===== config.mk =====
export PLATFORM = sky130hd
export DESIGN_NAME = vga_scanout
export DESIGN_NICKNAME = d
export VERILOG_FILES = /design/src/rtl/vga_pkg.sv /design/src/rtl/vga_timing_gen.sv /design/src/rtl/vga_scanout.sv
export SDC_FILE = /design/constraint.sdc
export NUM_CORES = 1
export LEC_CHECK = 0
export ABC_AREA = 0
export BUFFER_PORTS_ARGS = -buffer_cell sky130_fd_sc_hd__clkbuf_2
export CAP_MARGIN = 10
export CORE_ASPECT_RATIO = 0.6
export CORE_MARGIN = 4
export CORE_UTILIZATION = 50
export DETAILED_ROUTE_END_ITERATION = 12
export MAX_ROUTING_LAYER = met4
export PLACE_DENSITY = 0.7
export RECOVER_POWER = 25
export SLEW_MARGIN = 15
export SYNTH_ARGS = -nofsm -noshare
export SYNTH_HDL_FRONTEND = slang
export SYNTH_SLANG_ARGS = --single-unit

===== constraint.sdc =====
create_clock -name clk -period 4.9 [get_ports clk]
set_input_delay 0.245 -clock clk [delete_from_list [all_inputs] [get_ports clk]]
set_output_delay 0.245 -clock clk [all_outputs]
set_load 0.05 [all_outputs]

===== src/rtl/vga_pkg.sv =====
// vga_pkg: timing defaults, sync polarity and stage bundle
// shared by the VGA scan-out path.
package vga_pkg;

  localparam int H_ACTIVE_DEF = 640;
  localparam int H_FP_DEF     = 16;
  localparam int H_SYNC_DEF   = 96;
  localparam int H_BP_DEF     = 48;
  localparam int H_TOTAL      = H_ACTIVE_DEF + H_FP_DEF
                              + H_SYNC_DEF + H_BP_DEF;

  localparam int V_ACTIVE_DEF = 480;
  localparam int V_FP_DEF     = 10;
  localparam int V_SYNC_DEF   = 2;
  localparam int V_BP_DEF     = 33;
  localparam int V_TOTAL      = V_ACTIVE_DEF + V_FP_DEF
                              + V_SYNC_DEF + V_BP_DEF;

  // Level driven on hsync/vsync while the pulse is asserted.
  localparam logic SYNC_ACT = 1'b0;

  typedef struct packed {
    logic act;
    logic hs;
    logic vs;
    logic fs;
  } vga_flags_t;

  localparam vga_flags_t FLAGS_IDLE = '{
    act: 1'b0,
    hs:  ~SYNC_ACT,
    vs:  ~SYNC_ACT,
    fs:  1'b0
  };

  function automatic int cnt_w(input int n);
    return (n > 1) ? $clog2(n) : 1;
  endfunction

endpackage


===== src/rtl/vga_timing_gen.sv =====
// vga_timing_gen: h/v raster counters and stage-0 flags.
// Ports: clk, rst (sync, high) -> flags_o, h_act_o, v_act_o,
// line_end_o (last active pixel of an active line),
// frame_end_o (last cycle of the frame).
module vga_timing_gen
  import vga_pkg::*;
#(
  parameter int H_ACTIVE = H_ACTIVE_DEF,
  parameter int H_FP     = H_FP_DEF,
  parameter int H_SYNC   = H_SYNC_DEF,
  parameter int H_BP     = H_BP_DEF,
  parameter int V_ACTIVE = V_ACTIVE_DEF,
  parameter int V_FP     = V_FP_DEF,
  parameter int V_SYNC   = V_SYNC_DEF,
  parameter int V_BP     = V_BP_DEF
) (
  input  logic       clk,
  input  logic       rst,
  output vga_flags_t flags_o,
  output logic       h_act_o,
  output logic       v_act_o,
  output logic       line_end_o,
  output logic       frame_end_o
);

  localparam int H_TOT = H_ACTIVE + H_FP + H_SYNC + H_BP;
  localparam int V_TOT = V_ACTIVE + V_FP + V_SYNC + V_BP;
  localparam int HW    = cnt_w(H_TOT);
  localparam int VW    = cnt_w(V_TOT);

  localparam logic [HW-1:0] H_LAST  = HW'(H_TOT - 1);
  localparam logic [HW-1:0] H_ACT   = HW'(H_ACTIVE);
  localparam logic [HW-1:0] H_ALAST = HW'(H_ACTIVE - 1);
  localparam logic [HW-1:0] HS_BEG  = HW'(H_ACTIVE + H_FP);
  localparam logic [HW-1:0] HS_END  = HW'(H_ACTIVE + H_FP
                                         + H_SYNC);

  localparam logic [VW-1:0] V_LAST  = VW'(V_TOT - 1);
  localparam logic [VW-1:0] V_ACT   = VW'(V_ACTIVE);
  localparam logic [VW-1:0] VS_BEG  = VW'(V_ACTIVE + V_FP);
  localparam logic [VW-1:0] VS_END  = VW'(V_ACTIVE + V_FP
                                         + V_SYNC);

  logic [HW-1:0] h_cnt_q, h_cnt_d;
  logic [VW-1:0] v_cnt_q, v_cnt_d;
  logic          h_wrap;
  logic          v_wrap;
  logic          in_hs;
  logic          in_vs;

  assign h_wrap = (h_cnt_q == H_LAST);
  assign v_wrap = (v_cnt_q == V_LAST);

  always_comb begin
    h_cnt_d = h_wrap ? '0 : h_cnt_q + HW'(1);
    v_cnt_d = v_cnt_q;
    if (h_wrap) begin
      v_cnt_d = v_wrap ? '0 : v_cnt_q + VW'(1);
    end
  end

  always_ff @(posedge clk) begin
    if (rst) begin
      h_cnt_q <= '0;
      v_cnt_q <= '0;
    end else begin
      h_cnt_q <= h_cnt_d;
      v_cnt_q <= v_cnt_d;
    end
  end

  assign h_act_o = (h_cnt_q < H_ACT);
  assign v_act_o = (v_cnt_q < V_ACT);

  assign in_hs = (h_cnt_q >= HS_BEG) && (h_cnt_q < HS_END);
  assign in_vs = (v_cnt_q >= VS_BEG) && (v_cnt_q < VS_END);

  assign line_end_o  = (h_cnt_q == H_ALAST) && v_act_o;
  assign frame_end_o = h_wrap && v_wrap;

  always_comb begin
    flags_o     = FLAGS_IDLE;
    flags_o.act = h_act_o && v_act_o;
    flags_o.hs  = in_hs ? SYNC_ACT : ~SYNC_ACT;
    flags_o.vs  = in_vs ? SYNC_ACT : ~SYNC_ACT;
    flags_o.fs  = (h_cnt_q == '0) && (v_cnt_q == '0);
  end

endmodule


===== src/rtl/vga_scanout.sv =====
// vga_scanout: reads a scaled frame buffer over port B and
// drives VGA. Ports: clk, rst (sync, high), rd_addr/rd_data
// (1-cycle RAM read), hsync, vsync, de, rgb, frame_start.
module vga_scanout
  import vga_pkg::*;
#(
  parameter int ADDR_W   = 14,
  parameter int DATA_W   = 3,
  parameter int FB_XW    = 7,
  parameter int FB_H     = 96,
  parameter int SCALE    = 5,
  parameter int H_ACTIVE = H_ACTIVE_DEF,
  parameter int H_FP     = H_FP_DEF,
  parameter int H_SYNC   = H_SYNC_DEF,
  parameter int H_BP     = H_BP_DEF,
  parameter int V_ACTIVE = V_ACTIVE_DEF,
  parameter int V_FP     = V_FP_DEF,
  parameter int V_SYNC   = V_SYNC_DEF,
  parameter int V_BP     = V_BP_DEF
) (
  input  logic              clk,
  input  logic              rst,
  output logic [ADDR_W-1:0] rd_addr,
  input  logic [DATA_W-1:0] rd_data,
  output logic              hsync,
  output logic              vsync,
  output logic              de,
  output logic [DATA_W-1:0] rgb,
  output logic              frame_start
);

  localparam int FB_YW = ADDR_W - FB_XW;
  localparam int SW    = cnt_w(SCALE);

  localparam logic [SW-1:0]    S_LAST   = SW'(SCALE - 1);
  localparam logic [FB_YW-1:0] ROW_LAST = FB_YW'(FB_H - 1);

  vga_flags_t flags0;
  logic       h_act;
  logic       v_act;
  logic       line_end;
  logic       frame_end;

  vga_timing_gen #(
    .H_ACTIVE (H_ACTIVE),
    .H_FP     (H_FP),
    .H_SYNC   (H_SYNC),
    .H_BP     (H_BP),
    .V_ACTIVE (V_ACTIVE),
    .V_FP     (V_FP),
    .V_SYNC   (V_SYNC),
    .V_BP     (V_BP)
  ) u_timing (
    .clk         (clk),
    .rst         (rst),
    .flags_o     (flags0),
    .h_act_o     (h_act),
    .v_act_o     (v_act),
    .line_end_o  (line_end),
    .frame_end_o (frame_end)
  );

  logic [SW-1:0]    xs_q, xs_d;
  logic [SW-1:0]    ys_q, ys_d;
  logic [FB_XW-1:0] col_q, col_d;
  logic [FB_YW-1:0] row_q, row_d;

  // Column side: col wraps naturally at 2^FB_XW, which lands
  // exactly on the last active pixel of the line.
  always_comb begin
    xs_d  = xs_q;
    col_d = col_q;
    if (!h_act || !v_act) begin
      xs_d  = '0;
      col_d = '0;
    end else if (xs_q == S_LAST) begin
      xs_d  = '0;
      col_d = col_q + FB_XW'(1);
    end else begin
      xs_d = xs_q + SW'(1);
    end
  end

  always_comb begin
    ys_d  = ys_q;
    row_d = row_q;
    if (!v_act || frame_end) begin
      ys_d  = '0;
      row_d = '0;
    end else if (line_end) begin
      if (ys_q == S_LAST) begin
        ys_d  = '0;
        row_d = (row_q == ROW_LAST) ? '0
              : row_q + FB_YW'(1);
      end else begin
        ys_d = ys_q + SW'(1);
      end
    end
  end

  always_ff @(posedge clk) begin
    if (rst) begin
      xs_q  <= '0;
      ys_q  <= '0;
      col_q <= '0;
      row_q <= '0;
    end else begin
      xs_q  <= xs_d;
      ys_q  <= ys_d;
      col_q <= col_d;
      row_q <= row_d;
    end
  end

  // Row-major with a power-of-two stride: plain concatenation.
  assign rd_addr = {row_q, col_q};

  // Stage 1 lines up with the RAM's registered read; stage 2
  // is the output register shared by rgb and the sync flags.
  vga_flags_t        st1_q, st1_d;
  vga_flags_t        st2_q, st2_d;
  logic [DATA_W-1:0] rgb_q, rgb_d;

  assign st1_d = flags0;
  assign st2_d = st1_q;
  assign rgb_d = rd_data & {DATA_W{st1_q.act}};

  always_ff @(posedge clk) begin
    if (rst) begin
      st1_q <= FLAGS_IDLE;
      st2_q <= FLAGS_IDLE;
      rgb_q <= '0;
    end else begin
      st1_q <= st1_d;
      st2_q <= st2_d;
      rgb_q <= rgb_d;
    end
  end

  assign hsync       = st2_q.hs;
  assign vsync       = st2_q.vs;
  assign de          = st2_q.act;
  assign frame_start = st2_q.fs;
  assign rgb         = rgb_q;

endmodule


==> After elaboration in Yosys (flattened, before gate mapping) <==
Cells that the tools add are included.
{ "classes": {"n_addsub": 6, "mux": 5, "eq_ne": 6, "bitwise_logic": 1, "reduce_logical": 17, "n_lt_le_gt_ge": 6} }
{ "op_table": {"columns": ["operator", "count"], "rows": [
  ["$eq A10 B10 Y1 const B", 3],
  ["$add A10 B1 Y10 const B", 2],
  ["$logic_not A10 Y1", 2],
  ["$lt A10 B10 Y1 const B", 2],
  ["$lt A10 B9 Y1 const B", 2],
  ["$add A7 B1 Y7 const B", 2],
  ["$ge A10 B10 Y1 const B", 1],
  ["$ge A10 B9 Y1 const B", 1],
  ["$mux W10", 1],
  ["$eq A7 B7 Y1 const B", 1],
  ["$mux W7", 1],
  ["$add A3 B1 Y3 const B", 2],
  ["$eq A3 B3 Y1 const B", 2],
  ["$logic_and A1 B1 Y1", 6],
  ["$reduce_or A2 Y1", 3],
  ["$and A3 B3 Y3", 1],
  ["$mux W3", 1],
  ["$reduce_or A3 Y1", 1],
  ["$logic_not A1 Y1", 2],
  ["$logic_or A1 B1 Y1", 2],
  ["$mux W1", 2],
  ["$reduce_and A2 Y1", 1]
]} }
{ "word_totals": {"wordCells": 56, "reg_bits": 51} }

==> Longest topological paths before layout <==
{ "logic_depth": {"word_depth": 4, "depth_mapped": 7, "mapped_depth_nobuf": 6} }

==> By module <==
A second synthesis with hierarchy kept.
{ "unflattened": {"hier_cells": 261, "hier_area_um2": 2332.2} }
{ "by_module_without_submodules": {"columns": ["module", "seq_area_each_um2", "n_inst", "area_per_inst_um2", "cells_per_inst"], "rows": [
  ["vga_scanout", 620.6, 1, 1231.2, 128],
  ["vga_timing_gen", 400.4, 1, 1101.1, 133]
]} }

==> Least setup slack after synthesis <==
OpenSTA, ideal clock, no wires.
{ "synth_path": {"path_type": "reg-to-reg", "startpoint": "register u_timing.h_cnt_q[0]", "endpoint": "register row_q[4]", "stages_incl_launch_ff": 8, "arrival_time_ns": 1.725, "setup_ns": 0.071, "slack_ns": 3.105, "n_path_buf": 2, "required_time_ns": 4.829, "path_cell_list": "dfxtp_1 > ha_1 > and4_1 > buf_4 > nand4_4 > buf_6 > or4_1 > a21oi_1"} }
{ "synth_via": {"elab_chain_cells": 4, "elab_cells_between_ends": 7, "cone_classes": "2 x eq/ne; 5 x reduce/logical"} }
{ "synth_lines": {"columns": ["item", "line", "rtl"], "rows": [
  ["start: declaration", "vga_timing_gen.sv:44", "logic [HW-1:0] h_cnt_q, h_cnt_d;"],
  ["start signal: assignment", "vga_timing_gen.sv:67", "h_cnt_q <= h_cnt_d;"],
  ["$eq A10 B10 Y1", "vga_timing_gen.sv:51", "assign h_wrap = (h_cnt_q == H_LAST);"],
  ["$logic_and A1 B1 Y1", "vga_timing_gen.sv:79", "assign frame_end_o = h_wrap && v_wrap;"],
  ["$logic_or A1 B1 Y1", "vga_scanout.sv:87", "if (!v_act || frame_end) begin"],
  ["$reduce_or A2 Y1 (no source line)", null, null],
  ["end signal: assignment", "vga_scanout.sv:111", "row_q <= row_d;"],
  ["end: declaration", "vga_scanout.sv:66", "logic [FB_YW-1:0] row_q, row_d;"]
]} }
Several ways; a longest one is shown, not always the timed one.
A chain may end at the register's enable or synchronous reset.

==> Final worst setup path <==
{ "layout_path": {"startpoint": "register u_timing.h_cnt_q[0]", "endpoint": "register u_timing.v_cnt_q[2]"} }
{ "layout_via": {"elab_chain_cells": 1} }
{ "layout_lines": {"columns": ["item", "line", "rtl"], "rows": [
  ["$eq A10 B10 Y1", "vga_timing_gen.sv:51", null],
  ["end signal: assignment", "vga_timing_gen.sv:68", "v_cnt_q <= v_cnt_d;"],
  ["end: declaration", "vga_timing_gen.sv:45", "logic [VW-1:0] v_cnt_q, v_cnt_d;"]
]} }
No other way between the ends.

==> impl_metrics.env <==
export IMPL_dieHeight_um=60.7
export IMPL_wirelength_mm=4.41
export IMPL_io_buffers=25
export IMPL_reg2reg_slack_ns=2.91
export IMPL_synth_area_per_cell_um2=8.89
export IMPL_ys_seq_area_share_pct=44.2
export IMPL_peakVddDrop_mv=0.270
export IMPL_grt_pass1_wl_mm=7.82
export IMPL_ys_types=37
export IMPL_drv_cap=0
export IMPL_min_delay_path_depth=2
export IMPL_slew_viol_final=0
export IMPL_skew_ns=0.00987
export IMPL_htreeDepth=2
export IMPL_power_per_cell_area_nw_per_um2=310
export IMPL_num_nets_final=300
export IMPL_finalWeightedCongestion=0.823
export IMPL_via_count=1873
export IMPL_yosys_area_top_type="dfxtp_1"
export IMPL_critPathRequiredTime_ns=5.07
export IMPL_synth_nets=275
export IMPL_synth_top_area_share_pct=44.2
export IMPL_reg2regPathDepth=5
export IMPL_setup_tns_ns=0
export IMPL_n_fill_cell=387
export IMPL_drive_gt1_share_pct=11.2
export IMPL_synth_async_sr_flop_share_pct=0
export IMPL_drt_iter0_drc=77
export IMPL_syn_inst=260
export IMPL_hold_viol=0
export IMPL_status="finished clean"
export IMPL_post_dp_hpwl_mm=3.23
export IMPL_worstSkewPairLatency_ns=0.30
export IMPL_grt_max_degree=17
export IMPL_synth_edff_count=0
export IMPL_cts_setup_buffers=0
export IMPL_cts_tree="done"
export IMPL_min_path_type="input port to register"
export IMPL_clk_pin_slew_ns=0.09
export IMPL_period_share_pct=40.7
export IMPL_core_area_um2=4280
export IMPL_rows=18
export IMPL_start_util_pct=54.0
export IMPL_cp_arrival_ns=2.16
export IMPL_postRouteAntennaNets=0
export IMPL_grt_usage_pct=17.8
export IMPL_overflow=0
export IMPL_fin_crit_ns=1.99
export IMPL_tightestPinTransition_ns=0.598
export IMPL_cts_buffer_depth=2
export IMPL_p_leak_nw=0.946
export IMPL_viasPerCell=5.41
export IMPL_relSlewSlack_pct=59.9
export IMPL_holdBufCountCts=0
export IMPL_path_class="register to register"
export IMPL_netlist_top_cells_area="dfxtp_1 44%, ha_1 5.4%, nor2_1 4.4%"
export IMPL_cts_sinks=51
export IMPL_hp_start="rd_data[2]"
export IMPL_die_w_um=95.8
export IMPL_startpoint="u_timing.h_cnt_q[0]$_SDFF_PP0_"
export IMPL_crit_end="u_timing.v_cnt_q[2]$_SDFFE_PP0P_"
export IMPL_drtPass1Iterations=4
export IMPL_max_freq_ghz=0.502
export IMPL_numCtsBuffers=5
export IMPL_r2r_end="u_timing.v_cnt_q[2]$_SDFFE_PP0P_"
export IMPL_endpoint_kind="register"
export IMPL_wl_per_cell_um=12.7
export IMPL_antenna_found_initial=0
export IMPL_dieArea_um2=5810
export IMPL_grt_pass1_vias=1752
export IMPL_fin_hold_ws_ns=0.144
export IMPL_area_growth_pct=12.1
export IMPL_ys_warnings_count=0
export IMPL_path_max_fanout=8
export IMPL_n_antenna_cell=0
export IMPL_synth_flop_cell="dfxtp_1"
export IMPL_worstReg2RegStart="u_timing.h_cnt_q[0]$_SDFF_PP0_"
export IMPL_post_route_drc_count=0
export IMPL_synth_area_um2=2310
export IMPL_ys_seq_elements=51
export IMPL_setup_viol=0
export IMPL_cts_resized_gates=0
export IMPL_cts_root_buffer="clkbuf_8"
export IMPL_rsz0062_at_grt="no"
export IMPL_pin_count=26
export IMPL_start_kind="register"
[critical path, stage by stage (launching register included)]
cell and delay (ns):
dfxtp_1 0.40, ha_1 0.22, and4_1 0.37, nand3_1 0.22, o21ai_1 0.54, nor2_1 0.10
[per-layer routing]
metal / vias to the layer above / share of wire [%] / GRT usage, % / wire [um]
met2: 39 / 40 / 24.8 / 1750
met3: 4 / 5.0 / 4.46 / 219
li1: 963 / - / - / -
met1: 867 / 55 / 25.2 / 2410
met4: 0 / 0.64 / 5.47 / 28
met5: - / 0 / - / 0
[cell families after synthesis]
kind of cell             Yosys count  synth area share [%]
AO/OA/AOI/OAI                     34                  9.26
multiplexers                       2                 0.866
AND/OR/NAND/NOR                  127                  29.8
adder cells (fa/ha/maj)           10                  5.41
flip-flops                        51                  44.2
XOR/XNOR                          17                  6.44
buffers and inverters             19                  4.01
[power by group]
group          leakage [nW]  switching [W]  internal (W)
logic                 0.468      0.0000256     0.0000124
clock network        0.0644       0.000134      0.000203
registers             0.414     0.00000575      0.000423
total                 0.946       0.000165      0.000639
[Yosys cell counts, types with 3 or more instances]
cell type and instances:
and3_1 7, and2_1 4, nand3_1 13, nor2b_1 5, nor4_1 3, o21ai_0 8
or2_2 3, xor2_1 8, nand2_1 25, a21oi_1 16, dfxtp_1 51, o31ai_1 7
nor2_1 27, or3_1 5, xnor2_1 9, nand4_1 10, nor3_1 7, inv_1 12
ha_1 10, or4_1 7
[registers in the layout (all words and copies together), names as in the netlist, 3 cells and up]
signal,flops
u_timing.h_cnt_q,10
u_timing.v_cnt_q,10
col_q,7
row_q,7
st1_q,4
rgb,3
xs_q,3
ys_q,3
[how the worst min path moves through the flow]
stage	to
2_1_floorplan	de$_SDFF_PP0_
3_3_place_gp	vsync$_SDFF_PP1_
3_5_place_dp	vsync$_SDFF_PP1_
4_1_cts	rgb[2]$_SDFF_PP0_
5_1_grt	rgb[0]$_SDFF_PP0_
6_report	rgb[2]$_SDFF_PP0_
[placed cells by master (no fill, tap or decap), types with 5 or more instances in the layout]
cell type,n
a21oi_1,16
and3_1,7
clkbuf_1,8
clkbuf_2,17
clkbuf_8,5
dfxtp_1,51
ha_1,10
inv_1,12
nand2_1,25
nand3_1,13
nand4_1,10
nor2_1,27
nor2b_1,5
nor3_1,7
o21ai_0,8
o31ai_1,7
or3_1,5
or4_1,7
xnor2_1,9
xor2_1,8
[area by class of cell]
cell class	instances	area [um2]	share of cell area, %
clock inverters	3	67.6	2.61
inverters	12	45.0	1.74
flip-flops and latches	51	1020	39.4
well taps	60	75.1	2.90
repair buffers	25	115	4.44
multi-input cells	190	1200	46.2
clock buffers	5	68.8	2.66
[stage by stage]
step / instance area [um2] / utilization [%] / power, W / instances / worst slack (ns)
6_report: 2590 / 60.5 / 0.000804 / 346 / 2.91
5_1_grt: 2590 / 60.5 / 0.000841 / 346 / 2.74
4_1_cts: 2600 / 60.8 / 0.000816 / 346 / 2.92
3_5_place_dp: 2460 / 57.6 / 0.000476 / 338 / 2.94
3_3_place_gp: 2460 / 57.6 / 0.000476 / 338 / 2.99
2_1_floorplan: 2310 / - / 0.000466 / 260 / 3.10
Power figures use the tool's default switching activity.
